==> config.mk <==
export PLATFORM = sky130hd
export DESIGN_NAME = cpu6502_core_bus
export DESIGN_NICKNAME = d
export VERILOG_FILES = /design/src/rtl/cpu6502_core_bus.sv
export SDC_FILE = /design/constraint.sdc
export NUM_CORES = 1
export LEC_CHECK = 0
export CAP_MARGIN = 10
export CORE_MARGIN = 1.5
export CORE_UTILIZATION = 50
export DETAILED_ROUTE_END_ITERATION = 7
export DONT_BUFFER_PORTS = 1
export PLACE_DENSITY = 0.66
export SYNTH_ARGS = -nofsm -noshare
export SYNTH_HDL_FRONTEND = slang
export SYNTH_SLANG_ARGS = --single-unit
==> constraint.sdc <==
create_clock -name clk -period 5.3 [get_ports clk]
set_input_delay 1.06 -clock clk [delete_from_list [all_inputs] [get_ports clk]]
set_output_delay 1.06 -clock clk [all_outputs]
set_load 0.005 [all_outputs]
==> src/rtl/cpu6502_core_bus.sv <==
// 6502-subset core with a registered read/write bus and mem_ready wait states.
// Supports NOP/INX/DEX/TAX, LDA/LDX/LDY #imm, BNE, JMP abs and STA abs; other opcodes halt.
module cpu6502_core_bus #(
  parameter logic [15:0] RESET_VECTOR = 16'hFFFC,
  parameter logic [7:0]  P_RESET      = 8'h34
) (
  input  logic        clk,
  input  logic        resetn,
  input  logic [7:0]  rd_data,
  input  logic        mem_ready,
  output logic [15:0] address,
  output logic        rd_en,
  output logic        wr_en,
  output logic [7:0]  wr_data,
  output logic        sync,
  output logic        halted,
  output logic [15:0] dbg_pc,
  output logic [7:0]  dbg_a,
  output logic [7:0]  dbg_x,
  output logic [7:0]  dbg_y,
  output logic [7:0]  dbg_p
);

  localparam logic [8:0] S_RESET  = 9'b000000001;
  localparam logic [8:0] S_VEC_LO = 9'b000000010;
  localparam logic [8:0] S_VEC_HI = 9'b000000100;
  localparam logic [8:0] S_FETCH  = 9'b000001000;
  localparam logic [8:0] S_OPER1  = 9'b000010000;
  localparam logic [8:0] S_OPER2  = 9'b000100000;
  localparam logic [8:0] S_WRITE  = 9'b001000000;
  localparam logic [8:0] S_EXEC   = 9'b010000000;
  localparam logic [8:0] S_HALT   = 9'b100000000;

  localparam logic [7:0] OP_NOP = 8'hEA;
  localparam logic [7:0] OP_INX = 8'hE8;
  localparam logic [7:0] OP_DEX = 8'hCA;
  localparam logic [7:0] OP_TAX = 8'hAA;
  localparam logic [7:0] OP_LDA = 8'hA9;
  localparam logic [7:0] OP_LDX = 8'hA2;
  localparam logic [7:0] OP_LDY = 8'hA0;
  localparam logic [7:0] OP_BNE = 8'hD0;
  localparam logic [7:0] OP_JMP = 8'h4C;
  localparam logic [7:0] OP_STA = 8'h8D;

  logic [8:0]  state;
  logic [15:0] pc;
  logic [7:0]  ir, a, x, y, p, lo;

  logic [15:0] pc_inc;
  logic [15:0] branch_target;
  logic [7:0]  x_inc, x_dec;

  assign pc_inc        = pc + 16'd1;
  assign branch_target = pc_inc + {{8{rd_data[7]}}, rd_data};
  assign x_inc         = x + 8'd1;
  assign x_dec         = x - 8'd1;

  // Only N (bit 7) and Z (bit 1) are produced by this core; other bits pass through.
  function automatic logic [7:0] set_nz(input logic [7:0] p_in, input logic [7:0] r);
    set_nz = {r[7], p_in[6:2], (r == 8'h00), p_in[0]};
  endfunction

  // NOTE: all architectural and bus state is updated with non-blocking assignments so
  // every branch below reads the pre-edge values of pc, p and the registers.
  always_ff @(posedge clk) begin
    if (!resetn) begin
      // NOTE: reset is synchronous; every register, including IR and the operand latch,
      // gets a defined value so an aborted access leaves nothing behind.
      state   <= S_RESET;
      address <= 16'h0000;
      rd_en   <= 1'b0;
      wr_en   <= 1'b0;
      wr_data <= 8'h00;
      sync    <= 1'b0;
      halted  <= 1'b0;
      pc      <= 16'h0000;
      a       <= 8'h00;
      x       <= 8'h00;
      y       <= 8'h00;
      p       <= P_RESET;
      ir      <= OP_NOP;
      lo      <= 8'h00;
    end else begin
      case (state)
        S_RESET: begin
          state   <= S_VEC_LO;
          address <= RESET_VECTOR;
          rd_en   <= 1'b1;
        end
        S_VEC_LO: if (mem_ready) begin
          pc[7:0] <= rd_data;
          state   <= S_VEC_HI;
          address <= RESET_VECTOR + 16'd1;
        end
        S_VEC_HI: if (mem_ready) begin
          pc[15:8] <= rd_data;
          state    <= S_FETCH;
          address  <= {rd_data, pc[7:0]};
          sync     <= 1'b1;
        end
        S_FETCH: if (mem_ready) begin
          ir   <= rd_data;
          pc   <= pc_inc;
          sync <= 1'b0;
          case (rd_data)
            OP_NOP, OP_INX, OP_DEX, OP_TAX: begin
              state <= S_EXEC;
              rd_en <= 1'b0;
            end
            OP_LDA, OP_LDX, OP_LDY, OP_BNE, OP_JMP, OP_STA: begin
              state   <= S_OPER1;
              address <= pc_inc;
            end
            default: begin
              state  <= S_HALT;
              rd_en  <= 1'b0;
              halted <= 1'b1;
            end
          endcase
        end
        S_EXEC: begin
          case (ir)
            OP_INX: begin x <= x_inc; p <= set_nz(p, x_inc); end
            OP_DEX: begin x <= x_dec; p <= set_nz(p, x_dec); end
            OP_TAX: begin x <= a;     p <= set_nz(p, a);     end
            default: ;
          endcase
          state   <= S_FETCH;
          address <= pc;
          rd_en   <= 1'b1;
          sync    <= 1'b1;
        end
        S_OPER1: if (mem_ready) begin
          lo      <= rd_data;
          pc      <= pc_inc;
          address <= pc_inc;
          state   <= S_FETCH;
          sync    <= 1'b1;
          case (ir)
            OP_LDA: begin a <= rd_data; p <= set_nz(p, rd_data); end
            OP_LDX: begin x <= rd_data; p <= set_nz(p, rd_data); end
            OP_LDY: begin y <= rd_data; p <= set_nz(p, rd_data); end
            OP_BNE: if (!p[1]) begin
              pc      <= branch_target;
              address <= branch_target;
            end
            default: begin
              state <= S_OPER2;
              sync  <= 1'b0;
            end
          endcase
        end
        S_OPER2: if (mem_ready) begin
          if (ir == OP_JMP) begin
            pc      <= {rd_data, lo};
            address <= {rd_data, lo};
            state   <= S_FETCH;
            sync    <= 1'b1;
          end else begin
            pc      <= pc_inc;
            address <= {rd_data, lo};
            rd_en   <= 1'b0;
            wr_en   <= 1'b1;
            wr_data <= a;
            state   <= S_WRITE;
          end
        end
        S_WRITE: if (mem_ready) begin
          wr_en   <= 1'b0;
          rd_en   <= 1'b1;
          sync    <= 1'b1;
          address <= pc;
          state   <= S_FETCH;
        end
        S_HALT: ;
        default: begin
          state  <= S_HALT;
          rd_en  <= 1'b0;
          wr_en  <= 1'b0;
          halted <= 1'b1;
        end
      endcase
    end
  end

  assign dbg_pc = pc;
  assign dbg_a  = a;
  assign dbg_x  = x;
  assign dbg_y  = y;
  assign dbg_p  = p;

endmodule

==> key figures, run 1 <==
Run status
  – Outcome: completed

Drt
  – DRT Pass-1 Iters: 5
  – Wirelength, routed: 19.9 mm
  – Iter 0 DRT Violations: 614
  – Routed vias: 6,170
  – Post-DRT Antenna Nets: 0
  – Mean number of vias per cell: 6.49
  – WL/cell: 21.0 um
  – Drc violations: 0

Floorplanning
  – Die height: 118 um
  – # IOs: 87
  – Die W: 118 um
  – Starting Density: 51.7%
  – Row count: 41
  – Die footprint: 13,900 um2
  – Core area: 12,800 um2

Clock tree
  – Clk buf depth: 2
  – CTS tree: built
  – H-tree depth: 3
  – Clock slew at reported path FFs: 0.07 ns
  – Hold-fix buffers, CTS: 0
  – CTS buffer count: 9
  – Worst-skew pair later-pin latency: 0.35 ns
  – Post-CTS Setup Bufs: 0
  – Clock tree sinks: 95
  – Post-cts resize count: 0
  – Clock root buffer: clkbuf_16

Synth
  – Ys Warns: 0
  – Post-synth ARST share: 0%
  – Synthesized flop and latch total: 95
  – Post-synthesis cell area: 6610 um2
  – Dominant synthesized flop cell: dfxtp_1
  – Ranking of synthesized cells by instance count: dfxtp_1 (95), nor2_1 (81), nand2_1 (73), a21oi_1 (55), o21ai_0 (44)
  – Area leader, netlist: dfxtp_1
  – Top cells by area, synth: dfxtp_1 (29%), mux2i_1 (5.2%), nor2_1 (4.6%)
  – Cell variety after synth: 83
  – Cell with the most instances after synthesis: dfxtp_1
  – Post-synth EDFFs: 0
  – Synth Instances: 823
  – Seq/Total Area, Yosys: 28.8%
  – Post-synth top area share: 28.8%
  – Mapped Avg Cell Area: 8.03 um2

Critical path
  – R2R Setup Slk: 1.55 ns
  – Arr. time, crit path: 3.97 ns
  – Setup crit start kind: flip-flop
  – Reg2Reg Capture Point: address[15]
  – Critical path class: flip-flop to flip-flop
  – Data required time at the worst endpoint: 5.52 ns
  – R2r startpoint: dbg_pc[0]
  – Worst r2r path cells: 12
  – Worst setup path start: dbg_pc[0]
  – CP Max Fanout: 10
  – Crit path capture type: flip-flop

STA
  – Clock skew: 0.0122 ns
  – TNS Setup: 0 ns
  – Final-report setup violation count: 0
  – Slew margin rel.: 29.1%
  – Clock period minus worst slack: 3.75 ns
  – Final Hold Viols: 0
  – Peak Freq: 267 MHz
  – Final Max Tran Viols: 0
  – RSZ-0062 raised after global routing: no
  – Crit share post-route: 70.7%
  – Worst Tran Pin Value: 1.06 ns

Cells and area
  – Fill cell count: 1,241
  – Fin nets: 807
  – Reg area: 1900 um2
  – Non-filler cells, final: 950
  – Multi-input logic area: 4280 um2
  – Diode count: 0
  – Area Overhead vs Synth: 3.09%
  – Finished Core Util: 53.3%
  – Share of cells above drive strength 1: 6.94%

Global routing
  – Total track usage: 28.3%
  – Largest net degree at the start of global routing: 58
  – Initial antenna violation count: 0
  – Vias in the first global route: 5,804
  – Gr ovfl total: 0
  – First-pass GRT wire length: 31.6 mm

Pwr
  – Power Density: 242 nW/um2
  – Tot Pwr: 0.00165 W
  – Leak: 2.66 nW
  – Max VDD drop: 0.175 mV

Hold path
  – HP Class: flip-flop to flip-flop
  – Worst hold endpoint: lo[0]
  – Hold Path Cell Cnt: 2
  – HP Start: lo[0]

Placement
  – Dpl hpwl: 13.9 mm
  – PortBufs: 0
  – RD Place Congestion: 0.985
  – Placed Cells: 933

Run
  – Max-cap check violation count: 0
[where the power goes]
group	switching, W	total, W	internal [W]
clock	0.000298	0.000681	0.000382
combinational	0.000115	0.000194	0.0000799
sequential	0.0000324	0.000776	0.000744
[cells by family (layout without fill, tap and decap cells)]
kind of cell,count (synthesis),in the layout,share of synthesized area (%)
other,2,6,0.114
AO/OA/AOI/OAI,241,241,25.1
adder cells (fa/ha/maj),24,24,4.62
flip-flops,95,95,28.8
multiplexers,35,35,5.32
buffers and inverters,88,39,6.68
AND/OR/NAND/NOR,305,305,25.0
XOR/XNOR,33,33,4.37
[how the worst max path moves through the flow]
stage / endpoint / slack, ns
after floorplan: dbg_pc[14] / 2.04
after global placement: dbg_pc[15] / 1.73
after detailed placement: dbg_pc[15] / 1.60
after CTS: dbg_pc[15] / 1.59
after global routing: address[15] / 1.19
final: address[15] / 1.55
[layer usage]
metal	global-route usage (%)	wire, um	part of all wire [%]	vias to the layer above
met1	36.8	8690	44	2960
met5	0	0	0	-
met4	11.2	466	2.3	0
met3	5.57	1490	7.5	31
li1	-	-	-	2931
met2	46.3	9280	47	248
[metrics by stage]
stage	instance area [um2]	setup slack [ns]	hold WS, ns
after floorplan	6620	2.04	0.447
after global placement	6500	1.73	0.463
after detailed placement	6500	1.60	0.475
after CTS	6800	1.59	0.485
after global routing	6810	1.19	0.497
final	6810	1.55	0.485
[placed cells by master (no fill, tap or decap), drive strengths merged, types with 17 or more instances in the layout]
cell	synthesis	final
nand2	77	77
nand3	35	35
inv	17	19
mux2i	34	34
nor2	82	82
a21oi	56	56
xor2	17	17
dfxtp	95	95
nor3	18	18
a31oi	23	23
o21ai	46	46
ha	22	22
[layout make-up]
class / instances / area share, %
inverters: 17 / 0.937
well taps: 172 / 3.16
clock buffers: 10 / 3.51
flip-flops and latches: 95 / 27.9
clock inverters: 6 / 0.992
multi-input cells: 644 / 62.8
repair buffers: 6 / 0.661
[worst max-delay path, cell delays in order (launching register included)]
cell and delay [ns]:
dfxtp_1 0.56, ha_1 0.26, nand3_1 0.20, nor2_1 0.18, xor2_1 0.30, ha_1 0.35, a2111oi_0 0.38, o21ai_0 0.29
a221oi_1 0.49, o21ai_0 0.19, o21bai_1 0.19, nand4_1 0.13, a31oi_1 0.09
[sequential cells by signal (all words and copies together) (netlist names)]
| name | cells |
|---|---|
| address | 16 |
| dbg_a | 8 |
| dbg_p | 2 |
| dbg_pc | 16 |
| dbg_x | 8 |
| dbg_y | 8 |
| halted | 1 |
| ir | 8 |
| lo | 8 |
| rd_en | 1 |
| state | 9 |
| sync | 1 |
| wr_data | 8 |
| wr_en | 1 |
No activity file was read; power rests on OpenSTA's default activity.
==> inputs of run 2 (changes only) <==
- clock period: 5.3 -> 3.6 ns (I/O delays scaled with it)
==> run 2 against run 1 <==
Compared with the run above: fmax increased by 6.5%; highest routed layer unchanged; largest cell class unchanged; clock-buffer cell count increased by 2; wire length increased by 1.6%; sequential power up 47%.
==> key figures, run 2 (same netlist as run 1, synthesis figures left out) <==
Floorplanning
  – Row count: 41 (unchanged)
  – Die height: 118 um (unchanged)
  – # IOs: 87 (unchanged)
  – Core area: 12,800 um2 (unchanged)
  – Die footprint: 13,900 um2 (unchanged)
  – Starting Density: 51.7% (unchanged)
  – Die W: 118 um (unchanged)

Cells and area
  – Fill cell count: 1,249 (was 1,241)
  – Diode count: 0 (unchanged)
  – Area Overhead vs Synth: 4.54% (was 3.09%)
  – Share of cells above drive strength 1: 7.98% (was 6.94%)
  – Most frequent cells in the layout: dfxtp_1 (95), nor2_1 (81), nand2_1 (73), a21oi_1 (55), o21ai_0 (44) (unchanged)
  – Post-route cell area: 6910 um2 (was 6810 um2)
  – Non-filler cells, final: 961 (was 950)
  – Fin nets: 819 (was 807)
  – Most common cell after layout, fill and taps aside: dfxtp_1 (unchanged)

Drt
  – Post-DRT Antenna Nets: 0 (unchanged)
  – DRT Pass-1 Iters: 5 (unchanged)
  – Wirelength, routed: 20.2 mm (was 19.9 mm)
  – Routed vias: 6,366 (was 6,170)
  – Mean number of vias per cell: 6.62 (was 6.49)
  – Drc violations: 0 (unchanged)
  – WL/cell: 21.1 um (was 21.0 um)
  – Iter 0 DRT Violations: 638 (was 614)

Global routing
  – Vias in the first global route: 6,100 (was 5,804)
  – Total track usage: 28.9% (was 28.3%)
  – Initial antenna violation count: 0 (unchanged)
  – Gr busiest metal: met2 (unchanged)
  – First-pass GRT wire length: 32.6 mm (was 31.6 mm)
  – Gr ovfl total: 0 (unchanged)
  – M1 GR Usage: 37.5% (was 36.8%)
  – GRT met2 Usage: 46.9% (was 46.3%)
  – Grt met3 use: 5.62% (was 5.57%)
  – Largest net degree at the start of global routing: 58 (unchanged)

Critical path
  – Arr. time, crit path: 3.74 ns (was 3.97 ns)
  – Setup crit start kind: flip-flop (unchanged)
  – Data required time at the worst endpoint: 3.82 ns (was 5.52 ns)
  – Critical path class: flip-flop to flip-flop (unchanged)
  – CP Max Fanout: 8 (was 10)
  – Crit path capture type: flip-flop (unchanged)

Clock tree
  – Worst-skew pair later-pin latency: 0.35 ns (about the same)
  – Clock root buffer: clkbuf_16 (unchanged)
  – Clock tree sinks: 95 (unchanged)
  – H-tree depth: 3 (unchanged)
  – CTS buffer count: 9 (unchanged)
  – CTS tree: built (unchanged)
  – Clock slew at reported path FFs: 0.07 ns (about the same)
  – Hold-fix buffers, CTS: 0 (unchanged)
  – Clk buf depth: 2 (unchanged)

Placement
  – PortBufs: 0 (unchanged)
  – RD Place Congestion: 0.914 (was 0.985)
  – Placed Cells: 946 (was 933)
  – Dpl hpwl: 14.1 mm (was 13.9 mm)
  – Post-DP Area: 6600 um2 (was 6500 um2)

Pwr
  – Max VDD drop: 0.229 mV (was 0.175 mV)
  – Power Density: 356 nW/um2 (was 242 nW/um2)
  – Leak: 2.72 nW (was 2.66 nW)

STA
  – RSZ-0062 raised after global routing: no (unchanged)
  – Slew margin rel.: 30.4% (was 29.1%)
  – Final Max Tran Viols: 0 (unchanged)
  – Final Hold Viols: 0 (unchanged)
  – Crit share post-route: 97.8% (was 70.7%)
  – Clock period minus worst slack: 3.52 ns (was 3.75 ns)
  – Peak Freq: 284 MHz (was 267 MHz)
  – TNS Setup: 0 ns (unchanged)
  – Final-report setup violation count: 0 (unchanged)
  – Worst Tran Pin Value: 1.04 ns (was 1.06 ns)
  – Clock skew: 0.00511 ns (was 0.0122 ns)

Run status
  – Outcome: completed (unchanged)

Run
  – Max-cap check violation count: 0 (unchanged)

Hold path
  – HP Class: input pin to flip-flop (was flip-flop to flip-flop)
-- run 2: final timing paths --
check                  from           to  slack [ns]  cells past startpoint
setup reg to reg  dbg_pc[2]  address[15]        0.08                     11
setup / recovery  dbg_pc[2]  address[15]        0.08                     11
hold / removal       resetn        ir[5]        0.46                      1
hold reg to reg       lo[0]        lo[0]        0.48                      2
-- run 2: cell type report --
| cell class | count | area, um2 | area share (%) |
|---|---|---|---|
| Clock inverter | 3 | 68.8 | 0.996 |
| Tap cell | 172 | 215 | 3.12 |
| Clock buffer | 12 | 236 | 3.42 |
| Multi-Input combinational cell | 644 | 4290 | 62.1 |
| Sequential cell | 95 | 1900 | 27.5 |
| Timing Repair Buffer | 18 | 135 | 1.96 |
| Inverter | 17 | 63.8 | 0.924 |
-- run 2: critical path: stages, from the launching register on --
cell       delay (ns)
dfxtp_1          0.50
nand3_1          0.18
nor2_1           0.16
xor2_1           0.33
ha_1             0.36
a2111oi_0        0.46
o21ai_0          0.30
a221oi_1         0.52
o21ai_0          0.18
o21bai_1         0.18
nand4_1          0.12
a31oi_1          0.09
-- run 2: routing by layer --
metal	wire (um)	vias to the layer above
met5	0	-
met4	592	0
met3	1810	49
met2	9580	288
met1	8270	3081
li1	-	2948
-- run 2: through the flow --
step | power [W] | setup slack [ns] | hold WS, ns | util [%]
CTS | 0.00247 | 0.182 | 0.443 | 54.0
global placement | 0.00144 | 0.368 | 0.465 | 51.6
finish | 0.00246 | 0.0807 | 0.457 | 54.1
detailed placement | 0.00145 | 0.212 | 0.468 | 51.6
floorplan | 0.00142 | 0.564 | 0.447 | -
global route | 0.00255 | 0.0151 | 0.442 | 54.1
-- run 2: repair_timing --
action | CTS | global route
setup endpoints to repair | 0 | 2
resized for setup | 0 | 1
setup buffers | 0 | 0
-- run 2: power breakdown --
| part | internal, W | switching (W) |
|---|---|---|
| registers | 0.00109 | 0.0000447 |
| logic | 0.000121 | 0.000172 |
| clock network | 0.000608 | 0.000419 |
